===== config.mk =====
export PLATFORM = sky130hd
export DESIGN_NAME = adc_scan_scheduler
export DESIGN_NICKNAME = d
export VERILOG_FILES = /design/src/rtl/adc_scan_pkg.sv /design/src/rtl/lowest_set_picker.sv /design/src/rtl/adc_scan_scheduler.sv
export SDC_FILE = /design/constraint.sdc
export NUM_CORES = 1
export LEC_CHECK = 0
export CAP_MARGIN = 10
export CORE_MARGIN = 2
export CORE_UTILIZATION = 56
export DETAILED_ROUTE_END_ITERATION = 8
export PLACE_DENSITY = 0.95
export SYNTH_ARGS = -nofsm -noshare
export SYNTH_HDL_FRONTEND = slang
export SYNTH_SLANG_ARGS = --single-unit

===== constraint.sdc =====
create_clock -name clk -period 3.5 [get_ports clk]
set_clock_uncertainty 0.05 [all_clocks]
set_input_delay 0.525 -clock clk [delete_from_list [all_inputs] [get_ports clk]]
set_output_delay 0.525 -clock clk [all_outputs]
set_load 0.005 [all_outputs]

===== src/rtl/adc_scan_pkg.sv =====
// Shared definitions for the ADC scan scheduler and its FIFO consumers.
//   - scan_state_e : scheduler FSM states
//   - ch_width()   : channel tag width, at least 1 bit
//   - acc_width()  : accumulator width that holds 2^osr_log2 samples without overflow
//   - fifo_wdata layout {channel, averaged result}: result at bit 0,
//     channel tag starting at wdata_ch_lsb(DATA_W)
package adc_scan_pkg;

   typedef enum logic [2:0] {
      IDLE     = 3'd0,
      SEL      = 3'd1,
      WAIT_RDY = 3'd2,
      START    = 3'd3,
      CONV     = 3'd4,
      WRITE    = 3'd5,
      DONE     = 3'd6
   } scan_state_e;

   localparam int WDATA_RESULT_LSB = 0;

   function automatic int ch_width(input int num_ch);
      return (num_ch > 1) ? $clog2(num_ch) : 1;
   endfunction

   function automatic int acc_width(input int data_w, input int osr_log2);
      return data_w + osr_log2;
   endfunction

   function automatic int wdata_ch_lsb(input int data_w);
      return WDATA_RESULT_LSB + data_w;
   endfunction

endpackage


===== src/rtl/lowest_set_picker.sv =====
// Combinational priority encoder: index of the lowest set bit of mask_i.
// Ports:
//   mask_i : remaining channel mask
//   idx_o  : index of lowest set bit (0 when mask is empty)
//   none_o : 1 when no bits remain
module lowest_set_picker #(
   parameter int N  = 4,
   parameter int CW = 2
) (
   input  logic [N-1:0]  mask_i,
   output logic [CW-1:0] idx_o,
   output logic          none_o
);

   // Scan from the top down so the lowest set bit is the last to write idx_o.
   always_comb begin
      idx_o = '0;
      for (int i = N - 1; i >= 0; i--) begin
         if (mask_i[i]) idx_o = CW'(i);
      end
   end

   assign none_o = ~|mask_i;

endmodule


===== src/rtl/adc_scan_scheduler.sv =====
// ADC scan scheduler: on each rtc_trig, walks the latched channel mask from
// the lowest channel up, powers the ADC, averages 2^OSR_LOG2 conversions per
// channel and pushes {channel, average} into the sample FIFO.
//
// Optional feature macro: ADC_SCAN_TIMEOUT_EN
//   defined   : WAIT_RDY/CONV waits are bounded by TIMEOUT_CYCLES; expiry
//               abandons the channel and sets timeout_err.
//   undefined : waits are unbounded, timeout_err is tied 0.
//
// Ports:
//   clk, rst        : clock, synchronous active-high reset
//   rtc_trig        : scan request pulse
//   ch_mask         : channel enable mask, latched at scan start
//   adc_ready       : ADC powered and ready
//   adc_done        : conversion complete, adc_data valid
//   adc_data        : conversion result
//   adc_enable      : ADC power/enable
//   adc_start       : one-cycle conversion start
//   adc_ch_sel      : mux channel select
//   fifo_full       : sample FIFO full
//   fifo_write_en   : one-cycle FIFO push
//   fifo_wdata      : {channel, averaged result}
//   busy            : scan in progress
//   scan_done       : one-cycle end-of-scan pulse
//   status_clr      : clears sticky flags
//   overflow        : sticky, result dropped on fifo_full
//   trig_missed     : sticky, rtc_trig while busy
//   timeout_err     : sticky, ADC wait timed out
//
// state    | meaning
// ---------+-----------------------------------------------------------
// IDLE     | waiting for rtc_trig
// SEL      | pick lowest remaining channel, or finish if none left
// WAIT_RDY | ADC enabled, waiting for adc_ready
// START    | adc_start pulse
// CONV     | waiting for adc_done, accumulating samples
// WRITE    | averaged result presented to the FIFO (or dropped)
// DONE     | adc_enable low, scan_done pulse
module adc_scan_scheduler
   import adc_scan_pkg::*;
#(
   parameter int NUM_CH         = 4,
   parameter int DATA_W         = 12,
   parameter int OSR_LOG2       = 2,
   parameter int TIMEOUT_CYCLES = 1024,
   localparam int CH_W          = ch_width(NUM_CH)
) (
   input  logic                   clk,
   input  logic                   rst,
   input  logic                   rtc_trig,
   input  logic [NUM_CH-1:0]      ch_mask,
   input  logic                   adc_ready,
   input  logic                   adc_done,
   input  logic [DATA_W-1:0]      adc_data,
   output logic                   adc_enable,
   output logic                   adc_start,
   output logic [CH_W-1:0]        adc_ch_sel,
   input  logic                   fifo_full,
   output logic                   fifo_write_en,
   output logic [CH_W+DATA_W-1:0] fifo_wdata,
   output logic                   busy,
   output logic                   scan_done,
   input  logic                   status_clr,
   output logic                   overflow,
   output logic                   trig_missed,
   output logic                   timeout_err
);

   localparam int ACC_W  = acc_width(DATA_W, OSR_LOG2);
   localparam int CNT_W  = OSR_LOG2 + 1;
   localparam int CH_LSB = wdata_ch_lsb(DATA_W);
   localparam logic [CNT_W-1:0] NUM_CONV = CNT_W'(1) << OSR_LOG2;

   scan_state_e             state_q, state_d;
   logic [NUM_CH-1:0]       mask_q, mask_d;
   logic [ACC_W-1:0]        acc_q, acc_d;
   logic [CNT_W-1:0]        cnt_q, cnt_d;

   logic                    en_q, en_d;
   logic                    start_q, start_d;
   logic [CH_W-1:0]         ch_q, ch_d;
   logic                    we_q, we_d;
   logic [CH_W+DATA_W-1:0]  wdata_q, wdata_d;
   logic                    busy_q, busy_d;
   logic                    done_q, done_d;
   logic                    ovf_q, ovf_d;
   logic                    missed_q, missed_d;

   logic [CH_W-1:0]         pick_idx;
   logic                    pick_none;
   logic [ACC_W-1:0]        acc_sum;
   logic [DATA_W-1:0]       avg;
   logic [CNT_W-1:0]        cnt_inc;
   logic [NUM_CH-1:0]       clr_bit;
   logic                    ovf_set;

`ifdef ADC_SCAN_TIMEOUT_EN
   localparam int TMO_W = $clog2(TIMEOUT_CYCLES + 1);
   logic [TMO_W-1:0]        tmo_q, tmo_d;
   logic                    tmo_expire;
   logic                    abandon;
   logic                    tmo_err_q, tmo_err_d;
`endif

   // Picker looks at the next-cycle mask so adc_ch_sel is already valid
   // during the SEL cycle itself. While in SEL, mask_d equals mask_q.
   lowest_set_picker #(
      .N  (NUM_CH),
      .CW (CH_W)
   ) u_picker (
      .mask_i (mask_d),
      .idx_o  (pick_idx),
      .none_o (pick_none)
   );

   assign acc_sum = acc_q + ACC_W'(adc_data);
   assign avg     = DATA_W'(acc_sum >> OSR_LOG2);
   assign cnt_inc = cnt_q + CNT_W'(1);
   assign clr_bit = NUM_CH'(1) << ch_q;

   always_comb begin
      state_d = state_q;
      mask_d  = mask_q;
      acc_d   = acc_q;
      cnt_d   = cnt_q;
      we_d    = 1'b0;
      wdata_d = wdata_q;
      ovf_set = 1'b0;
`ifdef ADC_SCAN_TIMEOUT_EN
      abandon = 1'b0;
`endif

      case (state_q)
         IDLE: begin
            if (rtc_trig) begin
               mask_d  = ch_mask;
               state_d = SEL;
            end
         end
         SEL: begin
            state_d = pick_none ? DONE : WAIT_RDY;
         end
         WAIT_RDY: begin
            if (adc_ready) state_d = START;
`ifdef ADC_SCAN_TIMEOUT_EN
            else if (tmo_expire) abandon = 1'b1;
`endif
         end
         START: begin
            state_d = CONV;
         end
         CONV: begin
            if (adc_done) begin
               acc_d = acc_sum;
               cnt_d = cnt_inc;
               if (cnt_inc == NUM_CONV) begin
                  state_d = WRITE;
                  // FIFO push/drop is decided here so it is registered
                  // and presented during the WRITE cycle.
                  if (fifo_full) begin
                     ovf_set = 1'b1;
                  end else begin
                     we_d = 1'b1;
                     wdata_d[WDATA_RESULT_LSB +: DATA_W] = avg;
                     wdata_d[CH_LSB +: CH_W]             = ch_q;
                  end
               end else begin
                  state_d = START;
               end
            end
`ifdef ADC_SCAN_TIMEOUT_EN
            else if (tmo_expire) abandon = 1'b1;
`endif
         end
         WRITE: begin
            mask_d  = mask_q & ~clr_bit;
            acc_d   = '0;
            cnt_d   = '0;
            state_d = SEL;
         end
         DONE: begin
            state_d = IDLE;
         end
         default: begin
            state_d = IDLE;
         end
      endcase

`ifdef ADC_SCAN_TIMEOUT_EN
      if (abandon) begin
         mask_d  = mask_q & ~clr_bit;
         acc_d   = '0;
         cnt_d   = '0;
         state_d = SEL;
      end
`endif

      ch_d     = (state_d == SEL) ? pick_idx : ch_q;
      start_d  = (state_d == START);
      busy_d   = (state_d != IDLE);
      done_d   = (state_d == DONE);
      // Enable rises with the first SEL of a non-empty scan and is held
      // across channels (including the final empty SEL) until DONE.
      en_d     = (state_d != IDLE) && (state_d != DONE) &&
                 ((mask_d != '0) || en_q);
      ovf_d    = ovf_set | (ovf_q & ~status_clr);
      missed_d = (rtc_trig && (state_q != IDLE)) | (missed_q & ~status_clr);
   end

   always_ff @(posedge clk) begin
      if (rst) begin
         state_q  <= IDLE;
         mask_q   <= '0;
         acc_q    <= '0;
         cnt_q    <= '0;
         en_q     <= 1'b0;
         start_q  <= 1'b0;
         ch_q     <= '0;
         we_q     <= 1'b0;
         wdata_q  <= '0;
         busy_q   <= 1'b0;
         done_q   <= 1'b0;
         ovf_q    <= 1'b0;
         missed_q <= 1'b0;
      end else begin
         state_q  <= state_d;
         mask_q   <= mask_d;
         acc_q    <= acc_d;
         cnt_q    <= cnt_d;
         en_q     <= en_d;
         start_q  <= start_d;
         ch_q     <= ch_d;
         we_q     <= we_d;
         wdata_q  <= wdata_d;
         busy_q   <= busy_d;
         done_q   <= done_d;
         ovf_q    <= ovf_d;
         missed_q <= missed_d;
      end
   end

`ifdef ADC_SCAN_TIMEOUT_EN
   // Reloads on every entry to a wait state; expiry is the last of
   // TIMEOUT_CYCLES cycles spent waiting.
   assign tmo_expire = (tmo_q == TMO_W'(1));

   always_comb begin
      tmo_d = (tmo_q != '0) ? tmo_q - TMO_W'(1) : tmo_q;
      if (((state_d == WAIT_RDY) && (state_q != WAIT_RDY)) ||
          ((state_d == CONV) && (state_q != CONV))) begin
         tmo_d = TMO_W'(TIMEOUT_CYCLES);
      end
      tmo_err_d = abandon | (tmo_err_q & ~status_clr);
   end

   always_ff @(posedge clk) begin
      if (rst) begin
         tmo_q     <= '0;
         tmo_err_q <= 1'b0;
      end else begin
         tmo_q     <= tmo_d;
         tmo_err_q <= tmo_err_d;
      end
   end

   assign timeout_err = tmo_err_q;
`else
   assign timeout_err = 1'b0;
`endif

   assign adc_enable    = en_q;
   assign adc_start     = start_q;
   assign adc_ch_sel    = ch_q;
   assign fifo_write_en = we_q;
   assign fifo_wdata    = wdata_q;
   assign busy          = busy_q;
   assign scan_done     = done_q;
   assign overflow      = ovf_q;
   assign trig_missed   = missed_q;

endmodule


==> flow_summary_export.csv, run 1 <==
group,metric,value,unit
clock_network,clkSlewWorstSetupHoldPaths,80,ps
floorplanning,row_count,24,
logic_synthesis,postSynthAreaPerCell,8.25,um^2
timing,relSlewSlack,47.0,%
setup_path,critPathCaptureType,"flop",
pwr,seqPwrFrac,50.8,%
finish,fill_cells,349,
timing,max_freq,0.393,GHz
finish,diodes,0,
pwr,p_int,0.820,mW
placed_design,dp_hpwl,4270,um
timing,timing.setup.tns,0,ps
drt,vias,2406,
floorplanning,dieArea,5130,um^2
logic_synthesis,syn_area,2560,um^2
placed_design,placed_cells,394,
drt,wirelength,6060,um
floorplanning,die_w,71.6,um
timing,tightest_slew,795,ps
setup_path,startpoint_type,"input pin",
global_route,met1_usage,29.9,%
floorplanning,core,4380,um^2
clock_network,clock_path_buffers,2,
floorplanning,die_h,71.6,um
global_route,grt_max_degree,39,
clock_network,root_buffer,"clkbuf_8",
logic_synthesis,synth_ff_type,"dfxtp_1",
finish,multi_input_area,1460,um^2
logic_synthesis,synth-async-reset-ratio,0,%
logic_synthesis,yosysWarnings,0,
placed_design,port_buffers,45,
global_route,grt_antenna_before_repair,0,
clock_network,cts_setup_buffers,0,
clock_network,cts_sinks,47,
timing,holdWs,407,ps
global_route,gr-total-overflow,0,
clock_network,ctsResizeCount,0,
drt,dr.pass1.iters,4,
timing,rsz0062_at_grt,"no",
finish,stdcell_count,402,
global_route,grt_pass1_wl,9720,um
clock_network,cts_tree,"done",
hold_path,min_path_cells,2,
global_route,gr-usage-met3,5.91,%
timing,final_hold_viol_count,0,
pwr,p_sw,0.344,mW
timing,finalMaxSlewViolations,0,
setup_path,arrival,2710,ps
floorplanning,start_util,58.4,%
timing,setup_viol,0,
drt,wl_per_cell,15.1,um
flow_run,cap_violations,0,
drt,ant_nets,0,
clock_network,hold_buffers,0,
placed_design,gp_congestion,0.870,
logic_synthesis,ys_seq_elements,47,
logic_synthesis,synth_edf_count,0,
drt,via_per_inst,5.99,
logic_synthesis,synthesis.instances,310,
placed_design,place_area,3000,um^2
finish,fin_area,3080,um^2
timing,fin_crit_sh,72.7,%
setup_path,crit_fanout,7,
finish,drive_gt1_share,5.71,%
finish,layout.nets,387,
pwr,p_total,1.16,mW
global_route,grt_util_all_layers,24.0,%
finish,syn2layout_area_growth,20.2,%
pwr,sw_frac_of_total,29.5,%
clock_network,clkLatencyLatePin,310,ps
floorplanning,top_level_ports,47,
pwr,combPwrFrac,21.7,%
logic_synthesis,ys_seq_area_share,36.8,%
global_route,grt_busiest_layer,"met2",
pwr,p_per_area,378,nW/um^2
drt,first_iter_violations,157,
finish,final-seq-area,941,um^2
global_route,grt_pass1_vias,2167,
finish,final_cell_mix,"dfxtp_1 (47), clkdlybuf4s50_1 (45), nor2_1 (42)",
hold_path,hold_class,"reg2reg",
pwr,vdd_ir_drop_max,235,uV
setup_path,worstRegToRegCells,5,
setup_path,worstPathRequired,3670,ps
setup_path,worst-r2r-setup-slack,1280,ps
global_route,grt_util_met2,40.1,%
logic_synthesis,syn-num-nets,348,
setup_path,critical_path_class,"in2reg",
pwr,leakage,1.21,nW
pwr,clkPwrFrac,27.6,%
clock_network,cts_buffers,5,
timing,post-route-min-period,2540,ps
logic_synthesis,synth_cell_types,59,
finish,final_common_cell,"dfxtp_1",
outcome,status,"finished, final reports clean",
clock_network,htree_num_levels,2,
drt,drc,0,
## power groups by stage
| stage | clock [mW] | combinational [mW] | sequential [mW] |
|---|---|---|---|
| after floorplan | 0 | 0.187 | 0.588 |
| after global placement | 0 | 0.238 | 0.601 |
| after detailed placement | 0 | 0.247 | 0.601 |
| after CTS | 0.325 | 0.250 | 0.590 |
| after global routing | 0.347 | 0.274 | 0.595 |
| final | 0.321 | 0.252 | 0.591 |
## path summary, 6_finish.rpt
path,start,end
min,fifo_wdata[2],fifo_wdata[2]
min reg2reg,fifo_wdata[2],fifo_wdata[2]
max reg2reg,state_q[2],fifo_wdata[4]
max,adc_data[6],fifo_wdata[8]
## cell usage after synthesis (3+ instances only)
cell	n	area (um^2)
xnor2_1	5	43.8
buf_2	3	15.0
o21ai_0	13	65.1
nor2_1	42	158
clkbuf_1	7	26.3
a21o_1	5	37.5
nand2_1	31	116
nor3_1	3	15.0
a21oi_1	26	130
inv_1	13	48.8
xor2_1	3	26.3
o21a_1	4	30.0
nor2b_1	3	18.8
buf_6	4	45.0
o211ai_1	7	52.6
and3_1	3	18.8
nand2b_1	6	37.5
nand3_1	9	45.0
and2_1	3	18.8
a211oi_1	4	30.0
ha_1	14	175
dfxtp_1	47	941
mux2i_1	4	40.0
a22oi_1	7	52.6
## area by class of cell
cell class	count	area share, %
sequential	47	30.6
clock inverter	1	0.163
clock buffer	7	2.48
tap	52	2.11
timing repair buffer	48	15.4
multi-input combinational	233	47.6
inverter	14	1.71
## metal layers
layer | wire length [um] | part of all wire, %
met5 | 0 | 0
met4 | 126 | 2.1
met3 | 431 | 7.1
met2 | 2880 | 48
met1 | 2620 | 43
## metrics by stage
| stage | worst slack, ps | utilization, % |
|---|---|---|
| after floorplan | 1300 | - |
| after detailed placement | 682 | 68.3 |
| after global routing | 793 | 70.2 |
| final | 957 | 70.2 |
| after CTS | 980 | 70.2 |
| after global placement | 758 | 68.3 |
## flip-flops by register name (all words and copies together), names as in the netlist, 2 cells and up
signal and cells:
acc_q 14, fifo_wdata 14, mask_q 4, cnt_q 3
state_q 3, adc_ch_sel 2
## kinds of logic (layout without fill, tap and decap cells)
family	after synthesis	count (layout)	share of synthesized area [%]
AO/OA/AOI/OAI	87	87	22.6
XOR/XNOR	8	8	2.74
buffers and inverters	30	70	6.01
other	1	1	0.147
AND/OR/NAND/NOR	118	118	22.5
multiplexers	4	4	1.56
adder cells (fa/ha/maj)	15	15	7.63
flip-flops	47	47	36.8
## worst max-delay path, stage by stage
cell	delay, ps
clkdlybuf4s50_1	410
ha_1	400
a21o_1	240
a21o_1	180
a21oi_1	340
o211ai_1	190
and3_1	220
nor4_1	210
(Power assumes the default switching activity.)
==> run 2, diff against run 1 <==
--- a/config.mk
+++ b/config.mk
@@ -7,9 +7,9 @@
 export LEC_CHECK = 0
 export CAP_MARGIN = 10
 export CORE_MARGIN = 2
-export CORE_UTILIZATION = 56
+export CORE_UTILIZATION = 47
 export DETAILED_ROUTE_END_ITERATION = 8
-export PLACE_DENSITY = 0.95
+export PLACE_DENSITY = 0.86
 export SYNTH_ARGS = -nofsm -noshare
 export SYNTH_HDL_FRONTEND = slang
 export SYNTH_SLANG_ARGS = --single-unit
==> constraint.sdc (replaced) <==
create_clock -name clk -period 2.2 [get_ports clk]
set_clock_uncertainty 0.05 [all_clocks]
set_input_delay 0.33 -clock clk [delete_from_list [all_inputs] [get_ports clk]]
set_output_delay 0.33 -clock clk [all_outputs]
set_load 0.005 [all_outputs]
==> run 2 against run 1 <==
- clock-buffer cell count down 1
- cell area up 13%
- core utilization down 3.0 points
- largest cell class unchanged
==> flow_summary_export.csv, run 2 (same netlist as run 1, synthesis figures left out) <==
group,metric,value,unit
outcome,status,"finished, final reports clean",
global_route,gr-total-overflow,0,
setup_path,r2r-end,"fifo_wdata[4]",
setup_path,critical_path_class,"in2reg",
drt,wl_per_cell,14.5,um
floorplanning,core,5170,um^2
floorplanning,die_w,77.8,um
pwr,leakage,1.40,nW
placed_design,gp_congestion,0.921,
timing,final_hold_viol_count,0,
drt,ant_nets,0,
drt,wirelength,6580,um
setup_path,critPathTopFamily,"compound AO/OA/AOI/OAI gates",
finish,diodes,0,
placed_design,place_area,3280,um^2
setup_path,worstPathRequired,2340,ps
pwr,p_total,2.01,mW
setup_path,worstRegToRegCells,9,
timing,post-route-min-period,2160,ps
finish,fin_area,3480,um^2
setup_path,crit_fanout,4,
floorplanning,die_h,77.8,um
hold_path,hold_class,"reg2reg",
finish,final_common_cell,"dfxtp_1",
clock_network,hold_buffers,0,
finish,syn2layout_area_growth,35.9,%
clock_network,clkSlewWorstSetupHoldPaths,80,ps
timing,fin_crit_sh,98.0,%
floorplanning,dieArea,6050,um^2
timing,max_freq,0.464,GHz
setup_path,startpoint_type,"input pin",
clock_network,htree_num_levels,2,
floorplanning,top_level_ports,47,
global_route,grt_util_all_layers,22.2,%
setup_path,critPathMaxStageDelay,500,ps
drt,drc,0,
clock_network,clock_path_buffers,2,
placed_design,port_buffers,45,
floorplanning,start_util,49.5,%
clock_network,cts_sinks,47,
finish,drive_gt1_share,17.4,%
placed_design,dp_hpwl,4650,um
timing,setup_viol,0,
clock_network,cts_buffers,5,
timing,finalMaxSlewViolations,0,
setup_path,worstSetupPathDepth,8,
setup_path,crit_path_start,"adc_data[2]",
setup_path,critPathCaptureType,"flop",
setup_path,crit_buf_inv,1,
drt,vias,2525,
setup_path,rr_startpoint,"acc_q[0]",
finish,layout.nets,422,
hold_path,min-delay-start,"fifo_wdata[1]",
global_route,grt_antenna_before_repair,0,
drt,via_per_inst,5.56,
drt,first_iter_violations,136,
floorplanning,row_count,26,
clock_network,cts_tree,"done",
drt,dr.pass1.iters,4,
global_route,grt_pass1_wl,10900,um
hold_path,min_path_cells,2,
pwr,vdd_ir_drop_max,319,uV
global_route,grt_pass1_vias,2413,
clock_network,clkLatencyLatePin,300,ps
setup_path,worst-r2r-setup-slack,60,ps
setup_path,arrival,2290,ps
setup_path,worst_path_max_delay_cell,"clkdlybuf4s50_1",
finish,final_cell_mix,"dfxtp_1 (46), clkdlybuf4s50_1 (43), nor2_1 (40)",
flow_run,cap_violations,0,
pwr,p_per_area,577,nW/um^2
clock_network,root_buffer,"clkbuf_8",
global_route,grt_max_degree,24,
setup_path,setup.worst_path.end,"acc_q[12]",
finish,finalCoreUtilization,67.2,%
setup_path,worstPathCellList,"clkdlybuf4s50_1, ha_4, nor2b_2, o31a_1, o31ai_2, o21bai_1, mux2i_1, a21oi_1",
==> run 2: cell count changes in the layout (fill, tap and decap cells not counted), sizes merged <==
cell,change
clkinv,-1
bufinv,+1
buf,+35
clkbuf,-1
dlygate4sd2,+2
clkdlybuf4s50,-2
==> run 2: where the power goes <==
group	internal, mW	leakage (nW)	switching, mW
Combinational	0.228	0.964	0.227
Sequential	0.892	0.381	0.0424
Clock	0.333	0.0513	0.286
==> run 2: layout make-up <==
| class | instances | area [um^2] |
|---|---|---|
| clock inverter | 1 | 30.0 |
| clock buffer | 6 | 72.6 |
| inverter | 14 | 52.6 |
| fill | 409 | 1700 |
| sequential | 47 | 942 |
| multi-input combinational | 233 | 1530 |
| tap | 70 | 87.6 |
| timing repair buffer | 83 | 758 |
==> run 2: worst min path at each step <==
stage	to
after global routing	acc_q[10]
after CTS	fifo_wdata[7]
after floorplan	acc_q[10]
after detailed placement	fifo_wdata[7]
final	fifo_wdata[1]
after global placement	fifo_wdata[5]
==> run 2: timing repair <==
action / 4_1_cts / 5_1_grt
setup endpoints to repair: 6 / 9
setup buffers: 3 / 0
pin swaps: 8 / 8
hold endpoints to repair: 0 / 0
gates resized for setup: 8 / 9
==> run 2: worst reg2reg max path, stage by stage, from the launching register on <==
cell,delay (ps)
dfxtp_2,360
ha_4,140
inv_2,30
fa_2,340
nor2b_2,130
o31a_1,270
o21a_1,190
nor2_2,60
and4_1,150
a311o_1,320
==> run 2: per-stage QoR <==
stage	setup TNS, ps	hold WS (ps)	instances	setup WS [ps]
2_1_floorplan	0	379	310	197
3_3_place_gp	-3960	390	444	-337
3_5_place_dp	-4900	399	444	-417
4_1_cts	0	412	454	23.9
5_1_grt	-82.4	439	454	-36.8
6_report	0	412	454	44.5
==> run 2: routing by layer <==
metal  GRT usage [%]  vias to the layer above  wire (um)
met5               0                        -          0
met3            4.88                       13        347
li1                -                     1240          -
met2            38.0                       87       3250
met1            27.4                     1185       2850
met4            7.50                        0        131
==> run 3, diff against run 2 <==
--- a/config.mk
+++ b/config.mk
@@ -9,7 +9,8 @@
 export CORE_MARGIN = 2
 export CORE_UTILIZATION = 47
 export DETAILED_ROUTE_END_ITERATION = 8
-export PLACE_DENSITY = 0.86
+export PLACE_DENSITY = 0.76
+export SLEW_MARGIN = 20
 export SYNTH_ARGS = -nofsm -noshare
 export SYNTH_HDL_FRONTEND = slang
 export SYNTH_SLANG_ARGS = --single-unit
==> run 3 against run 2 <==
- sequential power is essentially flat
- critical path depth grew 2
- power shrank 5.7%
- register-to-register slack is essentially flat
- sequential cell count is the same
- critical path type unchanged
- critical endpoint unchanged
==> flow_summary_export.csv, run 3 (same netlist as run 1, synthesis figures left out) <==
group,metric,value,unit
outcome,status,"finished, final reports clean",
timing,max_freq,0.459,GHz
global_route,grt_pass1_vias,2237,
drt,vias,2460,
drt,ant_nets,0,
setup_path,startpoint_type,"input pin",
floorplanning,dieArea,6050,um^2
global_route,grt_antenna_before_repair,0,
placed_design,dp_hpwl,4620,um
placed_design,port_buffers,45,
drt,dr.pass1.iters,4,
placed_design,gp_congestion,0.906,
finish,final_cell_mix,"dfxtp_1 (46), clkdlybuf4s50_1 (43), nor2_1 (40), buf_4 (40), nand2_1 (31)",
flow_run,cap_violations,0,
hold_path,hold_class,"reg2reg",
timing,finalMaxSlewViolations,0,
floorplanning,die_w,77.8,um
floorplanning,start_util,49.5,%
finish,layout.nets,426,
clock_network,cts_buffers,5,
hold_path,min_path_cells,2,
drt,drc,0,
floorplanning,core,5170,um^2
timing,post-route-min-period,2180,ps
setup_path,critPathCaptureType,"flop",
clock_network,root_buffer,"clkbuf_8",
setup_path,critical_path_class,"in2reg",
pwr,p_per_area,546,nW/um^2
pwr,leakage,1.41,nW
finish,fill_cells,429,
drt,wl_per_cell,13.9,um
drt,wirelength,6370,um
setup_path,arrival,2310,ps
finish,drive_gt1_share,18.3,%
placed_design,place_area,3290,um^2
timing,setup_viol,0,
global_route,grt_pass1_wl,10200,um
floorplanning,die_h,77.8,um
clock_network,clock_path_buffers,2,
hold_path,min-delay-start,"fifo_wdata[5]",
pwr,vdd_ir_drop_max,286,uV
placed_design,dp_slack,-389,ps
clock_network,htree_num_levels,2,
clock_network,clkSlewWorstSetupHoldPaths,90,ps
global_route,grt_util_all_layers,20.9,%
clock_network,cts_sinks,47,
timing,fin_crit_sh,99.0,%
floorplanning,top_level_ports,47,
finish,syn2layout_area_growth,35.5,%
setup_path,rr_startpoint,"acc_q[0]",
timing,final_hold_viol_count,0,
global_route,grt_max_degree,22,
clock_network,cts_tree,"done",
setup_path,worstPathRequired,2340,ps
setup_path,worstRegToRegCells,10,
finish,final_common_cell,"dfxtp_1",
finish,diodes,0,
hold_path,min_to,"fifo_wdata[5]",
global_route,gr-total-overflow,0,
setup_path,r2r-end,"acc_q[12]",
floorplanning,row_count,26,
finish,fin_area,3470,um^2
setup_path,worst-r2r-setup-slack,50,ps
setup_path,crit_path_start,"adc_data[1]",
setup_path,crit_fanout,3,
timing,post-route-worst-setup-slack,23.0,ps
drt,first_iter_violations,176,
drt,via_per_inst,5.36,
clock_network,clkLatencyLatePin,300,ps
[run 3: cell types whose count changed in the layout (fill, tap and decap cells not counted), sizes merged]
cell,previous run,this run
buf,38,42
dlymetal6s2s,0,1
dlygate4sd2,2,1
clkinv,0,1
bufinv,1,0
clkinvlp,0,1
[run 3: layout make-up]
class | instances | area (um^2) | area share (%)
multi-input combinational | 233 | 1520 | 43.7
clock inverter | 2 | 12.5 | 0.361
tap | 70 | 87.6 | 2.53
clock buffer | 6 | 72.6 | 2.09
sequential | 47 | 942 | 27.2
inverter | 14 | 52.6 | 1.52
timing repair buffer | 87 | 783 | 22.6
[run 3: layer usage]
layer  share of wire, %  routed length (um)  vias to the layer above  track usage [%]
li1                   -                   -                     1256                -
met1                 46                2900                     1128             26.0
met2                 48                3060                       65             35.0
met3                4.3                 272                       11             3.84
met4                2.1                 134                        0             9.64
met5                  0                   0                        -                0
[run 3: repair_timing]
action / CTS / global route
endpoints found under the setup margin: 5 / 13
pin swaps: 8 / 9
hold buffers: 0 / 0
setup buffers: 3 / 2
resized for setup: 8 / 9
[run 3: worst max-delay path by stage]
stage	endpoint	slack (ps)	cells after the start
after floorplan	fifo_wdata[8]	200	7
after global placement	fifo_wdata[4]	-350	10
after detailed placement	fifo_wdata[4]	-390	10
after CTS	acc_q[12]	20	9
after global routing	acc_q[13]	-10	10
final	acc_q[12]	20	10
[run 3: through the flow]
step	hold WS (ps)	power (mW)	util [%]	std cells	setup TNS (ps)
finish	403	1.89	67.0	459	0
global route	438	1.99	67.0	459	-43.4
CTS	407	1.91	65.9	457	0
detailed placement	394	1.39	63.5	446	-4560
global placement	391	1.38	63.5	446	-3770
floorplan	379	1.23	-	310	0
[run 3: worst max-delay path, cell delays in order]
cell	delay [ps]
clkdlybuf4s50_1	500
inv_2	50
fa_2	380
nor2b_2	140
o31a_1	220
buf_6	140
o31ai_4	70
o21bai_1	190
mux2i_1	210
a21oi_1	80
[run 3: report_power, final]
part	switching [mW]	internal, mW
logic	0.223	0.226
registers	0.0408	0.892
clock network	0.291	0.223
